### src/rtl/bus_arbiter.sv
// rtl/bus_arbiter.sv - two-master bus arbiter with split-transaction sequencing
module bus_arbiter #(
   parameter bit RR_MODE = 1'b0
) (
   input  logic clk,
   input  logic rst,
   input  logic breq1,
   input  logic breq2,
   input  logic split_req,
   input  logic split_ready,
   output logic bgrant1,
   output logic bgrant2,
   output logic msel,
   output logic msplit1,
   output logic msplit2,
   output logic split_grant
);

   typedef enum logic [1:0] {IDLE = 2'd0, GRANT1 = 2'd1, GRANT2 = 2'd2} state_t;
   typedef enum logic [1:0] {SO_NONE = 2'd0, SO_M1 = 2'd1, SO_M2 = 2'd2} owner_t;

   state_t state_q, state_d;
   owner_t owner_q, owner_d;
   logic   pend_q, pend_d;
   logic   last_q, last_d;          // 0 = M1 granted last, 1 = M2
   logic   msel_q, msel_d;
   logic   msplit1_q, msplit1_d;
   logic   msplit2_q, msplit2_d;
   logic   sgrant_q, sgrant_d;
   logic   elig1, elig2, cancel, take_m2;

   // Next-state: split bookkeeping first, then the arbitration FSM may override it
   always_comb begin
      state_d   = state_q;
      owner_d   = owner_q;
      pend_d    = pend_q;
      last_d    = last_q;
      msel_d    = msel_q;
      msplit1_d = msplit1_q;
      msplit2_d = msplit2_q;
      sgrant_d  = 1'b0;
      take_m2   = 1'b0;

      // A parked master is never eligible until it is resumed or cancels
      elig1  = breq1 && (owner_q != SO_M1);
      elig2  = breq2 && (owner_q != SO_M2);
      cancel = ((owner_q == SO_M1) && !breq1) || ((owner_q == SO_M2) && !breq2);

      if (split_ready && (owner_q != SO_NONE)) begin
         pend_d = 1'b1;
      end

      // Parked master gave up: forget the split entirely
      if (cancel) begin
         owner_d = SO_NONE;
         pend_d  = 1'b0;
         if (owner_q == SO_M1) begin
            msplit1_d = 1'b0;
         end else begin
            msplit2_d = 1'b0;
         end
      end

      case (state_q)
         IDLE: begin
            if (pend_q && !cancel) begin
               // Resume the split master ahead of any fresh request
               sgrant_d = 1'b1;
               owner_d  = SO_NONE;
               pend_d   = 1'b0;
               if (owner_q == SO_M2) begin
                  state_d   = GRANT2;
                  msplit2_d = 1'b0;
                  last_d    = 1'b1;
                  msel_d    = 1'b1;
               end else begin
                  state_d   = GRANT1;
                  msplit1_d = 1'b0;
                  last_d    = 1'b0;
                  msel_d    = 1'b0;
               end
            end else if (elig1 || elig2) begin
               if (elig1 && elig2) begin
                  take_m2 = (RR_MODE == 1'b1) ? !last_q : 1'b0;
               end else begin
                  take_m2 = elig2;
               end
               state_d = take_m2 ? GRANT2 : GRANT1;
               last_d  = take_m2;
               msel_d  = take_m2;
            end
         end
         GRANT1: begin
            if (!breq1) begin
               state_d = IDLE;
            end else if (split_req && (owner_q == SO_NONE)) begin
               owner_d   = SO_M1;
               msplit1_d = 1'b1;
               state_d   = IDLE;
            end
         end
         GRANT2: begin
            if (!breq2) begin
               state_d = IDLE;
            end else if (split_req && (owner_q == SO_NONE)) begin
               owner_d   = SO_M2;
               msplit2_d = 1'b1;
               state_d   = IDLE;
            end
         end
         default: state_d = IDLE;
      endcase
   end

   // State and all outputs register together so grants follow the state edge
   always_ff @(posedge clk or posedge rst) begin
      if (rst) begin
         state_q   <= IDLE;
         owner_q   <= SO_NONE;
         pend_q    <= 1'b0;
         last_q    <= 1'b1;
         msel_q    <= 1'b0;
         msplit1_q <= 1'b0;
         msplit2_q <= 1'b0;
         sgrant_q  <= 1'b0;
      end else begin
         state_q   <= state_d;
         owner_q   <= owner_d;
         pend_q    <= pend_d;
         last_q    <= last_d;
         msel_q    <= msel_d;
         msplit1_q <= msplit1_d;
         msplit2_q <= msplit2_d;
         sgrant_q  <= sgrant_d;
      end
   end

   assign bgrant1     = (state_q == GRANT1);
   assign bgrant2     = (state_q == GRANT2);
   assign msel        = msel_q;
   assign msplit1     = msplit1_q;
   assign msplit2     = msplit2_q;
   assign split_grant = sgrant_q;

endmodule

### config.mk
export PLATFORM = sky130hd
export DESIGN_NAME = bus_arbiter
export DESIGN_NICKNAME = d
export VERILOG_FILES = /design/src/rtl/bus_arbiter.sv
export SDC_FILE = /design/constraint.sdc
export NUM_CORES = 1
export LEC_CHECK = 0
export ABC_AREA = 0
export ABC_CLOCK_PERIOD_IN_PS = 2600
export BUFFER_PORTS_ARGS = -buffer_cell sky130_fd_sc_hd__buf_2
export CORE_AREA = 2 2 39 41
export DETAILED_ROUTE_END_ITERATION = 8
export DIE_AREA = 0 0 41 43
export GPL_ROUTABILITY_DRIVEN = 0
export PLACE_DENSITY = 0.58
export SLEW_MARGIN = 20
export SYNTH_ARGS = -nofsm -noshare
export SYNTH_HDL_FRONTEND = slang
export SYNTH_SLANG_ARGS = --single-unit
### constraint.sdc
create_clock -name clk -period 2.6 [get_ports clk]
set_input_delay 0.13 -clock clk [delete_from_list [all_inputs] [get_ports clk]]
set_output_delay 0.13 -clock clk [all_outputs]
set_load 0.05 [all_outputs]
======== Word level (Yosys, flattened, before mapping) ========
Index checks and enable logic that the tools add are counted.
W data, S select, Z words.
cells by class
  equality and inequality tests ........... 7
  mux-type cells .......................... 42
  reduce and logical (&&, ||, !) cells .... 18
operators with widths
  kind                  number
  $mux W2               13
  $mux W1               25
  $pmux W2 S3           2
  $logic_and A1 B1 Y1   8
  $eq A2 B1 Y1 const B  2
  $eq A2 B2 Y1 const B  2
  $logic_not A2 Y1      2
  $pmux W1 S2           2
  $reduce_bool A2 Y1    2
  $logic_not A1 Y1      3
  $ne A3 B3 Y1 const B  1
  $logic_or A1 B1 Y1    2
  $ne A2 B1 Y1 const B  1
  $ne A2 B2 Y1 const B  1
  $reduce_and A2 Y1     1
storage, ports and cells
  register bits ........................... 9
  input bits .............................. 6
  output and inout bits ................... 6
  logic and storage cells ................. 74

======== Logic depth before layout (Yosys ltp) ========
  depth after elaboration ................. 11
  gate-level depth with buffers ........... 5
  gate-level depth less buffers ........... 4

======== Worst setup path after synthesis ========
No wires, ideal clock.
  path type ............................... register to register
  start ................................... register state_q[1]
  end ..................................... register msplit1_q (netlist: msplit1)
  library setup time ...................... 104 ps
  arrival time ............................ 1655 ps
  slack ................................... 841 ps
  stages on the path, launching flop included .. 4
  path buffers ............................ 0
  clock period less this slack ............ 1759 ps
  path through ............................ dfrtp_1 > nor2b_1 > nand3_1 > a221oi_1
on the way
  longest elaborated chain between the ends .. 2
  elaborated cells on any way between the ends .. 3
RTL lines
  element                 RTL line  source
  from (decl)             22        state_t state_q, state_d;
  from (signal assigned)  127       state_q <= state_d;
  $eq A2 B1 Y1            n/a
  via bgrant1             11        output logic bgrant1,
  $pmux W1 S2             64        case (state_q)
  via msplit1_d           27        logic msplit1_q, msplit1_d;
  to (signal assigned)    132       msplit1_q <= msplit1_d;
  to (decl)               27
The timed path passes the listed nets, and every way through them passes these cells.
A chain may end at the register's enable or synchronous reset.

======== Worst setup path after layout ========
  start ................................... register owner_q[1]
  end ..................................... register msel_q (netlist: msel)
on the way
  longest elaborated chain between the ends .. 9
  elaborated cells on any way between the ends .. 22
RTL lines
  element                                              RTL line  source
  from (decl)                                          23        owner_t owner_q, owner_d;
  from (signal assigned)                               128       owner_q <= owner_d;
  $ne A2 B1 Y1 / $ne A2 B2 Y1 (equally long branches)  45, 46
  $logic_and A1 B1 Y1, on equally long branches        45, 46
  $logic_and A1 B1 Y1                                  83        if (elig1 && elig2) begin
  $mux W1                                              83
  $mux W1                                              82        end else if (elig1 || elig2) begin
  $mux W1                                              66        if (pend_q && !cancel) begin
  $mux W1                                              64
  $mux W1                                              82
  $mux W1                                              66
  to (signal assigned)                                 131       msel_q <= msel_d;
  to (decl)                                            26        logic msel_q, msel_d;
Parallel ways exist; a longest one is shown, timed or not. The select of a mux whose other input is x is not followed.

==> results.py <==
metrics = {
    "power": {
        "peakVddDrop_mv": 0.376,
        "p_per_area_mw_per_mm2": 1270,
        "power_leakage_nw": 0.292,
        "power_mw": 0.786,
    },
    "worst_setup_path": {
        "cp.buffers_inverters": 0,
        "worstReg2RegStart": "owner_q[1]$_DFF_PP0_",
        "worstPathArrival_ns": 1.78,
        "crit_chain": "or2b_4 > o31ai_1 > or3_4 > mux2_4",
        "critPathRequiredTime_ns": 2.75,
        "critPathTopFamily": "flip-flops",
        "cpMaxStageDelayCell": "dfrtp_1",
        "rrSetupSlack_ns": 0.97,
        "critPathKind": "reg2reg",
        "cp-end-kind": "register",
        "rr_worst_depth": 4,
        "crit_path_start_kind": "register",
        "critical_path.max_fanout": 11,
        "r2r-end": "msel$_DFFE_PP0P_",
        "slowest_delay_ns": 0.52,
    },
    "sta": {
        "hold_ws_ns": 0.193,
        "fmax_ghz": 0.613,
        "timing.final.crit_share_pct": 62.8,
        "finalCriticalPeriod_ns": 1.63,
        "worstMarginPinSlew_ns": 0.468,
        "rsz0062_at_grt": "no",
        "drv_slew": 0,
        "finalSetupViolations": 0,
        "slew_headroom_pct": 68.7,
        "hold_viol": 0,
        "worst_slack_ns": 0.968,
        "skew_ns": 0.00684,
        "tns_ns": 0,
    },
    "layout": {
        "nNetsFinal": 75,
        "multi_input_area_um2": 269,
        "diodes": 0,
        "num-fill-cells": 141,
        "fin_util_pct": 44.6,
        "regArea_um2": 225,
        "stdcell_count": 84,
        "drive_gt1_share_pct": 32.4,
        "fin_area_um2": 617,
        "syn_to_final_growth_pct": 14.9,
    },
    "grt": {
        "grt_pass1_wl_mm": 1.81,
        "antenna_found_initial": 0,
        "grt_util_met1_pct": 23.8,
        "track_usage_pct": 15.4,
        "use_met3_pct": 4.71,
        "grt_most_used_layer": "met1",
        "overflow": 0,
        "grt_max_degree": 12,
        "grt_pass1_vias": 373,
        "gr-usage-met2_pct": 18.4,
    },
    "drt": {
        "viasPerCell": 5.48,
        "wirelength_mm": 1.08,
        "vias": 460,
        "drtAntennaViolNets": 0,
        "drc": 0,
        "dr.pass1.iters": 5,
        "drt-initial-drc-count": 11,
        "wire_per_inst_um": 12.9,
    },
    "hold_path": {
        "hold_path_depth": 3,
        "hp-class": "in2reg",
        "min_to": "state_q[0]$_DFFE_PP0P_",
        "hp-start": "breq1",
    },
    "synth": {
        "syn_area_um2": 537,
        "yosysTopAreaCell": "dfrtp_1",
        "avgSynthCellArea_um2": 9.59,
        "postSynth.asyncResetShare_pct": 100,
        "synth_top_area_share_pct": 42.0,
        "synthTopCellsByArea": "dfrtp_1 42%, a21oi_1 6.5%, buf_6 4.2%, o21ai_0 3.7%, nor2b_1 3.5%",
        "ys_types": 27,
        "synth_ff_type": "dfrtp_1",
        "yosys-top-cells-count": "9 x dfrtp_1, 7 x a21oi_1, 4 x nor2_1, 4 x o21ai_0",
        "synth-edff-count": 0,
        "synth_cells": 56,
        "yosys_warnings": 0,
        "synth_fp_nets": 62,
        "synth-seq-cells": 9,
        "ys_seq_area_share_pct": 42.0,
        "synth_most_common_cell": "dfrtp_1",
    },
    "place": {
        "port-buffer-count": 11,
        "dp_hpwl_um": 809,
        "pre_cts_slack_ns": 0.993,
        "dpl.cell_count": 79,
        "placed_cell_area_um2": 581,
    },
    "floorplan": {
        "die_w_um": 41,
        "die_h_um": 43,
        "initial_utilization_pct": 38.8,
        "io_pins": 12,
        "rows": 14,
        "coreArea_mm2": 0.00138,
        "die_area_mm2": 0.00176,
    },
    "clock_tree": {
        "clk_latency_ns": 0.26,
        "cts_setup_buffers": 0,
        "postCtsHoldBufs": 1,
        "clockBufferDepth": 2,
        "clkTransAtPathRegs_ns": 0.07,
        "cts_root_buf": "clkbuf_4",
        "cts_tree": "yes",
        "cts_resized": 0,
        "htree_levels": 1,
        "clock-sinks": 9,
        "cts_buffers": 3,
    },
    "run_status": {
        "outcome": "completed",
    },
    "job": {
        "drv_cap": 0,
    },
}
==> worst min-delay path, cell delays in order <==
cell and delay [ns]:
buf_2 0.15, nand2_1 0.07, o22ai_1 0.06
==> state kept, by name (all words and copies together), names as in the netlist <==
name	cells
msel	1
split_grant	1
state_q	2
owner_q	2
msplit2	1
pend_q	1
msplit1	1
==> logic make-up after synthesis <==
family	synth area share [%]
AO/OA/AOI/OAI	24.5
buffers and inverters	7.92
flip-flops	42.0
multiplexers	4.89
AND/OR/NAND/NOR	20.7
==> layout make-up <==
class / count / share of cell area [%]
timing repair buffer: 12 / 10.5
clock buffer: 4 / 4.26
multi-input combinational: 40 / 43.6
inverter: 3 / 1.83
tap: 16 / 3.25
sequential: 9 / 36.5
==> routing by layer <==
metal | vias to the layer above | wire [um]
li1 | 222 | -
met2 | 21 | 454
met3 | 4 | 59
met5 | - | 0
met4 | 0 | 34
met1 | 213 | 536
==> worst max-delay path by stage <==
stage / from / to / slack (ns) / depth (start not counted)
finish: owner_q[1]$_DFF_PP0_ / msel$_DFFE_PP0P_ / 0.97 / 4
global route: owner_q[0]$_DFF_PP0_ / msplit1$_DFF_PP0_ / 0.87 / 3
CTS: owner_q[1]$_DFF_PP0_ / msel$_DFFE_PP0P_ / 0.98 / 4
detailed placement: owner_q[0]$_DFF_PP0_ / msel$_DFFE_PP0P_ / 0.99 / 4
global placement: owner_q[0]$_DFF_PP0_ / msplit1$_DFF_PP0_ / 1.02 / 3
floorplan: state_q[1]$_DFFE_PP0P_ / msplit1$_DFF_PP0_ / 0.84 / 3
==> cells in the final DEF, fill, tap and decap left out <==
master         netlist  layout
a221oi_1             1       1
nor2_1               4       4
a211oi_2             1       1
nor2b_1              3       3
or2b_4               1       1
nand2b_4             1       1
and2_1               1       1
mux2_4               1       1
mux2_2               1       1
or2_2                1       1
buf_2                1      11
dlygate4sd3_1        0       1
o31ai_1              1       1
o21a_1               1       1
nand2_1              3       3
a21bo_2              1       1
dfrtp_1              9       9
a211oi_1             1       1
inv_1                3       3
o22ai_1              2       2
clkbuf_4             0       3
clkbuf_1             1       1
o311a_1              1       1
nand3_1              2       2
a21oi_1              7       7
o21ai_0              4       4
or3_4                1       1
nor3b_1              1       1
==> report_power, final <==
part	internal, mW	switching (mW)
combinational	0.152	0.261
clock	0.0592	0.0503
sequential	0.195	0.0687
total	0.406	0.380
No activity file was read; power rests on OpenSTA's default activity.
